--- src/rtl/cla_pipe_adder.sv ---
// rtl/cla_pipe_adder.sv - pipelined WIDTH-bit carry-lookahead adder with valid/ready streaming
// Each stage resolves GPS 4-bit lookahead groups and hands one group carry to the next stage.
// Optional approximate low-bit mode is built when CLA_PIPE_APPROX_EN is defined.
module cla_pipe_adder #(
  parameter int WIDTH = 16,
  parameter int GPS   = 1
) (
  input  logic             clk,
  input  logic             rst,
  input  logic             in_valid,
  output logic             in_ready,
  input  logic [WIDTH-1:0] a,
  input  logic [WIDTH-1:0] b,
  input  logic             cin,
`ifdef CLA_PIPE_APPROX_EN
  input  logic [$clog2(WIDTH):0] approx_k,
`endif
  output logic             out_valid,
  input  logic             out_ready,
  output logic [WIDTH-1:0] sum,
  output logic             cout,
  output logic             g,
  output logic             p,
  output logic             ovf
);

  localparam int NGRP = WIDTH / 4;
  localparam int NSTG = NGRP / GPS;
  localparam int KW   = $clog2(WIDTH) + 1;

  // Stage registers: operands, partial sum, running carry, running word g/p,
  // and the carry into the top bit once the top group has been resolved.
  logic [NSTG-1:0][WIDTH-1:0] a_q, a_d, b_q, b_d, sum_q, sum_d;
  logic [NSTG-1:0]            vld_q, vld_d, c_q, c_d, gw_q, gw_d, pw_q, pw_d, cm_q, cm_d;

  // Stage inputs: stage 0 sees the ports, later stages see the previous register.
  logic [NSTG-1:0][WIDTH-1:0] a_s, b_s, sum_s;
  logic [NSTG-1:0]            vld_s, c_s, gw_s, pw_s, cm_s;

  // Per-stage mask of bits that are approximated (a|b, no carry).
  logic [NSTG-1:0][WIDTH-1:0] am_s;

  logic adv;

`ifdef CLA_PIPE_APPROX_EN
  logic [NSTG-1:0][KW-1:0] k_q, k_d, k_s;
  logic [KW-1:0]           k_sat;
  logic                    unused_k;

  // approx_k beyond WIDTH behaves exactly like WIDTH
  assign k_sat    = (approx_k > KW'(WIDTH)) ? KW'(WIDTH) : approx_k;
  assign unused_k = ^k_q[NSTG-1];

  // expand each stage's approx_k into a bit mask
  always_comb begin
    am_s = '0;
    k_d  = k_s;
    for (int s = 0; s < NSTG; s++) begin
      for (int i = 0; i < WIDTH; i++) begin
        am_s[s][i] = (i < int'(k_s[s]));
      end
    end
  end
`else
  assign am_s = '0;
`endif

  // The pipeline moves as one unit whenever the output slot is free or being drained.
  assign in_ready  = !vld_q[NSTG-1] | out_ready;
  assign adv       = in_ready;

  assign out_valid = vld_q[NSTG-1];
  assign sum       = sum_q[NSTG-1];
  assign cout      = c_q[NSTG-1];
  assign g         = gw_q[NSTG-1];
  assign p         = pw_q[NSTG-1];
  assign ovf       = c_q[NSTG-1] ^ cm_q[NSTG-1];

  // Operands are fully consumed by the last stage; its copies are not needed downstream.
  logic unused_ops;
  assign unused_ops = ^{a_q[NSTG-1], b_q[NSTG-1]};

  // route stage inputs: stage 0 from the ports, stage s from register s-1
  always_comb begin
    a_s      = '0;
    b_s      = '0;
    sum_s    = '0;
    vld_s    = '0;
    c_s      = '0;
    gw_s     = '0;
    pw_s     = '0;
    cm_s     = '0;
    a_s[0]   = a;
    b_s[0]   = b;
    vld_s[0] = in_valid;
    c_s[0]   = cin;
    pw_s[0]  = 1'b1;
`ifdef CLA_PIPE_APPROX_EN
    k_s      = '0;
    k_s[0]   = k_sat;
`endif
    for (int s = 1; s < NSTG; s++) begin
      a_s[s]   = a_q[s-1];
      b_s[s]   = b_q[s-1];
      sum_s[s] = sum_q[s-1];
      vld_s[s] = vld_q[s-1];
      c_s[s]   = c_q[s-1];
      gw_s[s]  = gw_q[s-1];
      pw_s[s]  = pw_q[s-1];
      cm_s[s]  = cm_q[s-1];
`ifdef CLA_PIPE_APPROX_EN
      k_s[s]   = k_q[s-1];
`endif
    end
  end

  // resolve this stage's groups with 4-bit lookahead and fold them into the word g/p
  always_comb begin
    logic [3:0]       bg, bp, cg, cp, wg, wp, ms;
    logic [4:0]       cc;
    logic             c, gw, pw, cm, grp_g, grp_p;
    logic [WIDTH-1:0] sm;
    bg = '0; bp = '0; cg = '0; cp = '0; wg = '0; wp = '0; ms = '0; cc = '0;
    c = 1'b0; gw = 1'b0; pw = 1'b0; cm = 1'b0; grp_g = 1'b0; grp_p = 1'b0; sm = '0;
    a_d = '0; b_d = '0; sum_d = '0; vld_d = '0; c_d = '0; gw_d = '0; pw_d = '0; cm_d = '0;
    for (int s = 0; s < NSTG; s++) begin
      sm = sum_s[s];
      c  = c_s[s];
      gw = gw_s[s];
      pw = pw_s[s];
      cm = cm_s[s];
      for (int j = 0; j < GPS; j++) begin
        for (int i = 0; i < 4; i++) begin
          ms[i] = am_s[s][(s*GPS+j)*4+i];
          bg[i] = a_s[s][(s*GPS+j)*4+i] & b_s[s][(s*GPS+j)*4+i];
          bp[i] = a_s[s][(s*GPS+j)*4+i] ^ b_s[s][(s*GPS+j)*4+i];
        end
        // Approximated bits kill the carry chain but are transparent to word g/p.
        cg = bg & ~ms;
        cp = bp & ~ms;
        wg = cg;
        wp = bp | ms;
        cc[0] = c;
        cc[1] = cg[0] | (cp[0] & cc[0]);
        cc[2] = cg[1] | (cp[1] & cg[0]) | (cp[1] & cp[0] & cc[0]);
        cc[3] = cg[2] | (cp[2] & cg[1]) | (cp[2] & cp[1] & cg[0]) | (cp[2] & cp[1] & cp[0] & cc[0]);
        cc[4] = cg[3] | (cp[3] & cg[2]) | (cp[3] & cp[2] & cg[1]) | (cp[3] & cp[2] & cp[1] & cg[0])
              | ((&cp) & cc[0]);
        grp_g = wg[3] | (wp[3] & wg[2]) | (wp[3] & wp[2] & wg[1]) | (wp[3] & wp[2] & wp[1] & wg[0]);
        grp_p = &wp;
        for (int i = 0; i < 4; i++) begin
          sm[(s*GPS+j)*4+i] = ms[i] ? (a_s[s][(s*GPS+j)*4+i] | b_s[s][(s*GPS+j)*4+i])
                                    : (bp[i] ^ cc[i]);
        end
        gw = grp_g | (grp_p & gw);
        pw = grp_p & pw;
        // carry into the MSB is needed later for signed overflow
        if (s*GPS+j == NGRP-1) cm = cc[3];
        c = cc[4];
      end
      a_d[s]   = a_s[s];
      b_d[s]   = b_s[s];
      sum_d[s] = sm;
      vld_d[s] = vld_s[s];
      c_d[s]   = c;
      gw_d[s]  = gw;
      pw_d[s]  = pw;
      cm_d[s]  = cm;
    end
  end

  // advance every stage together; hold everything while the output is stalled
  always_ff @(posedge clk) begin
    if (rst) begin
      a_q   <= '0;
      b_q   <= '0;
      sum_q <= '0;
      vld_q <= '0;
      c_q   <= '0;
      gw_q  <= '0;
      pw_q  <= '0;
      cm_q  <= '0;
`ifdef CLA_PIPE_APPROX_EN
      k_q   <= '0;
`endif
    end else if (adv) begin
      a_q   <= a_d;
      b_q   <= b_d;
      sum_q <= sum_d;
      vld_q <= vld_d;
      c_q   <= c_d;
      gw_q  <= gw_d;
      pw_q  <= pw_d;
      cm_q  <= cm_d;
`ifdef CLA_PIPE_APPROX_EN
      k_q   <= k_d;
`endif
    end
  end

endmodule
--- config.mk ---
export PLATFORM = sky130hd
export DESIGN_NAME = cla_pipe_adder
export DESIGN_NICKNAME = d
export VERILOG_FILES = /design/src/rtl/cla_pipe_adder.sv
export SDC_FILE = /design/constraint.sdc
export NUM_CORES = 1
export LEC_CHECK = 0
export ABC_AREA = 1
export CAP_MARGIN = 40
export CORE_ASPECT_RATIO = 1.1
export CORE_MARGIN = 4
export CORE_UTILIZATION = 45
export CTS_BUF_LIST = sky130_fd_sc_hd__clkbuf_4
export CTS_CLUSTER_SIZE = 40
export DETAILED_ROUTE_END_ITERATION = 8
export PLACE_DENSITY = 0.65
export SETUP_SLACK_MARGIN = 0.4
export SYNTH_ARGS = -nofsm -noshare
export SYNTH_HDL_FRONTEND = slang
export SYNTH_SLANG_ARGS = --single-unit
--- constraint.sdc ---
create_clock -name clk -period 1.8 [get_ports clk]
set_input_delay 0.18 -clock clk [delete_from_list [all_inputs] [get_ports clk]]
set_output_delay 0.18 -clock clk [all_outputs]
set_load 0.03 [all_outputs]
==> results.json <==
{
  "outcome": "finished, final reports clean",
  "coreArea_sq_mm": 0.00954,
  "yosysWarnings": 0,
  "grt_overflow": 0,
  "finalHoldViolations": 0,
  "critPathBufInv": 1,
  "io-pin-count": 59,
  "power.density_cell_area_mw_per_mm2": 835,
  "cts_tree": "built",
  "dieArea_sq_mm": 0.0116,
  "hold_buffers": 0,
  "drc_errors": 0,
  "worstPathCellList": "xor2_1 > buf_2",
  "syn-num-nets": 647,
  "finalSetupViolCount": 0,
  "min_path_type": "in -> reg",
  "synth.yosys.seq_area_share_pct": 46.8,
  "worst-path-stages": 2,
  "die_h_microns": 113,
  "wl_per_cell_microns": 12.4,
  "cts_buffer_depth": 2,
  "drtIter0Drc": 138,
  "synth_area_leaders": "dfxtp_1 (47%), nor2_1 (13%), o21ai_0 (10%)",
  "whs_ps": 282,
  "muxShareOfSynthArea_pct": 0,
  "cts.sinks": 105,
  "chipWidth_microns": 103,
  "cpPeakStageDelay_ps": 390,
  "ys_ff_latch": 105,
  "antennaDiodeCount": 0,
  "cp_max_fo": 3,
  "arrival_ps": 1180,
  "crit_path_start_kind": "flip-flop",
  "min_period_ps": 1360,
  "holdPathEnd": "b_d[25]",
  "rows": 37,
  "h-tree-depth": 3,
  "path_delay_family": "flip-flops",
  "via_count": 3770,
  "r2r_end": "sum_d[32]",
  "criticalPathCategory": "reg -> out",
  "synth_top_area_share_pct": 46.8,
  "cp.required_ps": 1620,
  "antenna_found_initial": 0,
  "gp_congestion": 0.778,
  "tightest_slew_ps": 291,
  "final_cells": 765,
  "syn_area_sq_mm": 0.00449,
  "fin_nets": 701,
  "ys_types": 31,
  "first_pass_iters": 4,
  "grt_pass1_wl_microns": 15800,
  "dpl_cell_area_sq_mm": 0.00515,
  "vias_per_cell": 4.93,
  "end_kind": "output port",
  "netlist_instances": 590,
  "stdcell_area_sq_mm": 0.00544,
  "cts_root_buffer": "clkbuf_4",
  "final_common_cell": "nor2_1",
  "whs_path_depth": 3,
  "cp_slowest_cell": "dfxtp_1",
  "syn_area_per_cell_sq_um": 7.61,
  "mostFrequentLayoutCells": "nor2_1 (152), dfxtp_1 (95), o21ai_0 (90), nand2_1 (59), inv_1 (42)",
  "grt_pass1_vias": 3547,
  "vdd_ir_drop_max_mv": 0.423,
  "placement.io_buffers": 58,
  "drtAntennaViolNets": 0,
  "dpl.hpwl_microns": 6200,
  "cellLeakagePower_uw": 0.00239,
  "grt_usage_pct": 16.6,
  "rsz0062_at_grt": "true",
  "max_slew_margin_pct": 80.6,
  "synth_fa_ha_area_share_pct": 6.24,
  "synth_compound_area_share_pct": 15.0,
  "grt_max_degree": 56,
  "synth_top_family_by_area": "simple AND/OR/NAND/NOR gates",
  "worstHoldStart": "b[9]",
  "synth_top_cell_by_area": "dfxtp_1",
  "clk_latency_ps": 460,
  "cts_made_buffers": 9,
  "start_util_pct": 47.1,
  "clock.fmax_ghz": 0.736,
  "drive_above_1_share_pct": 13.4,
  "tns_ps": 0,
  "skew_ps": 22.8,
  "maxSlewViolCount": 0,
  "r2r_setup_slack_ps": 450,
  "finalCritPeriodShare_pct": 75.4,
  "timing.rr.start": "vld_q[3]",
  "synth_xor_area_share_pct": 0.975,
  "yosys.area_share.simple_pct": 23.3,
  "drv_cap": 0,
  "area_growth_pct": 21.2,
  "clk_pin_slew_ps": 170,
  "dpl.cell_count": 743,
  "rr_worst_depth": 6,
  "routed_wl_microns": 9470
}
[how the worst max path moves through the flow]
| stage | startpoint | end | slack (ps) |
|---|---|---|---|
| 2_1_floorplan | a_d[22] | sum_d[39] | 490 |
| 3_3_place_gp | a[1] | sum_d[19] | 210 |
| 3_5_place_dp | a[1] | sum_d[19] | 150 |
| 4_1_cts | c_q[3] | ovf | 190 |
| 5_1_grt | c_q[3] | ovf | 370 |
| 6_report | c_q[3] | ovf | 440 |
[logic make-up (layout without fill, tap and decap cells)]
group,after synthesis,after routing
AO/OA/AOI/OAI,132,132
flip-flops,105,105
buffers and inverters,76,134
XOR/XNOR,5,5
adder cells (fa/ha/maj),20,20
AND/OR/NAND/NOR,252,252
[timing repair]
item / 4_1_cts / 5_1_grt
buffers inserted: 3 / 3
gates resized for setup: 52 / 45
cloned: 1 / 0
pin swaps: 2 / 2
setup endpoints to repair: 25 / 32
[registers in the layout (all words and copies together) (netlist names)]
signal,flops
b_d,24
sum,16
pw_q,4
cm_q,1
gw_q,4
sum_d,24
c_q,4
vld_q,4
a_d,24
[cells in the mapped netlist]
master / count
a21oi_1: 26
a31oi_1: 1
and2_1: 1
buf_1: 1
buf_2: 12
buf_6: 3
buf_8: 1
clkbuf_1: 8
clkbuf_2: 7
clkinv_2: 1
dfxtp_1: 105
fa_1: 4
ha_1: 16
inv_1: 42
inv_2: 1
nand2_1: 61
nand2_2: 1
nand2_4: 2
nand3_1: 17
nand3_2: 1
nand4_1: 6
nand4_4: 1
nor2_1: 154
nor2_2: 1
nor3_1: 2
nor3b_1: 1
o21ai_0: 93
o21ai_1: 7
o21bai_1: 5
or2_2: 4
xor2_1: 5
[routing by layer]
metal,GRT usage (%),part of all wire (%)
met2,25.0,46
met5,0,0
met3,2.71,3.7
met4,6.99,0.96
met1,23.4,49
[through the flow]
| stage | util, % | worst slack, ps | total power, uW |
|---|---|---|---|
| floorplan | - | 495 | 3010 |
| global placement | 54.0 | 210 | 3230 |
| detailed placement | 54.0 | 151 | 3240 |
| CTS | 56.7 | 192 | 4570 |
| global route | 57.1 | 365 | 4780 |
| finish | 57.1 | 442 | 4540 |
[final cells by class]
type | count | area (sq um)
clock buffers | 10 | 75.1
clock inverters | 5 | 81.3
fillers | 912 | 4090
inverters | 44 | 166
multi-input cells | 409 | 2130
flip-flops and latches | 105 | 2110
well taps | 117 | 146
repair buffers | 75 | 728
[power by group]
group / switching, uW / leakage [uW] / internal [uW]
sequential: 82.5 / 0.000867 / 2480
clock: 749 / 0.0000824 / 573
combinational: 358 / 0.00144 / 305
total: 1190 / 0.00239 / 3350
[worst register-to-register path: cells and delay by family, from the launching register on]
kind | cells | cell delay (ps)
AND/OR/NAND/NOR | 2 | 120
buffers and inverters | 3 | 580
flip-flops | 1 | 380
AO/OA/AOI/OAI | 1 | 170
Power figures use the tool's default switching activity.
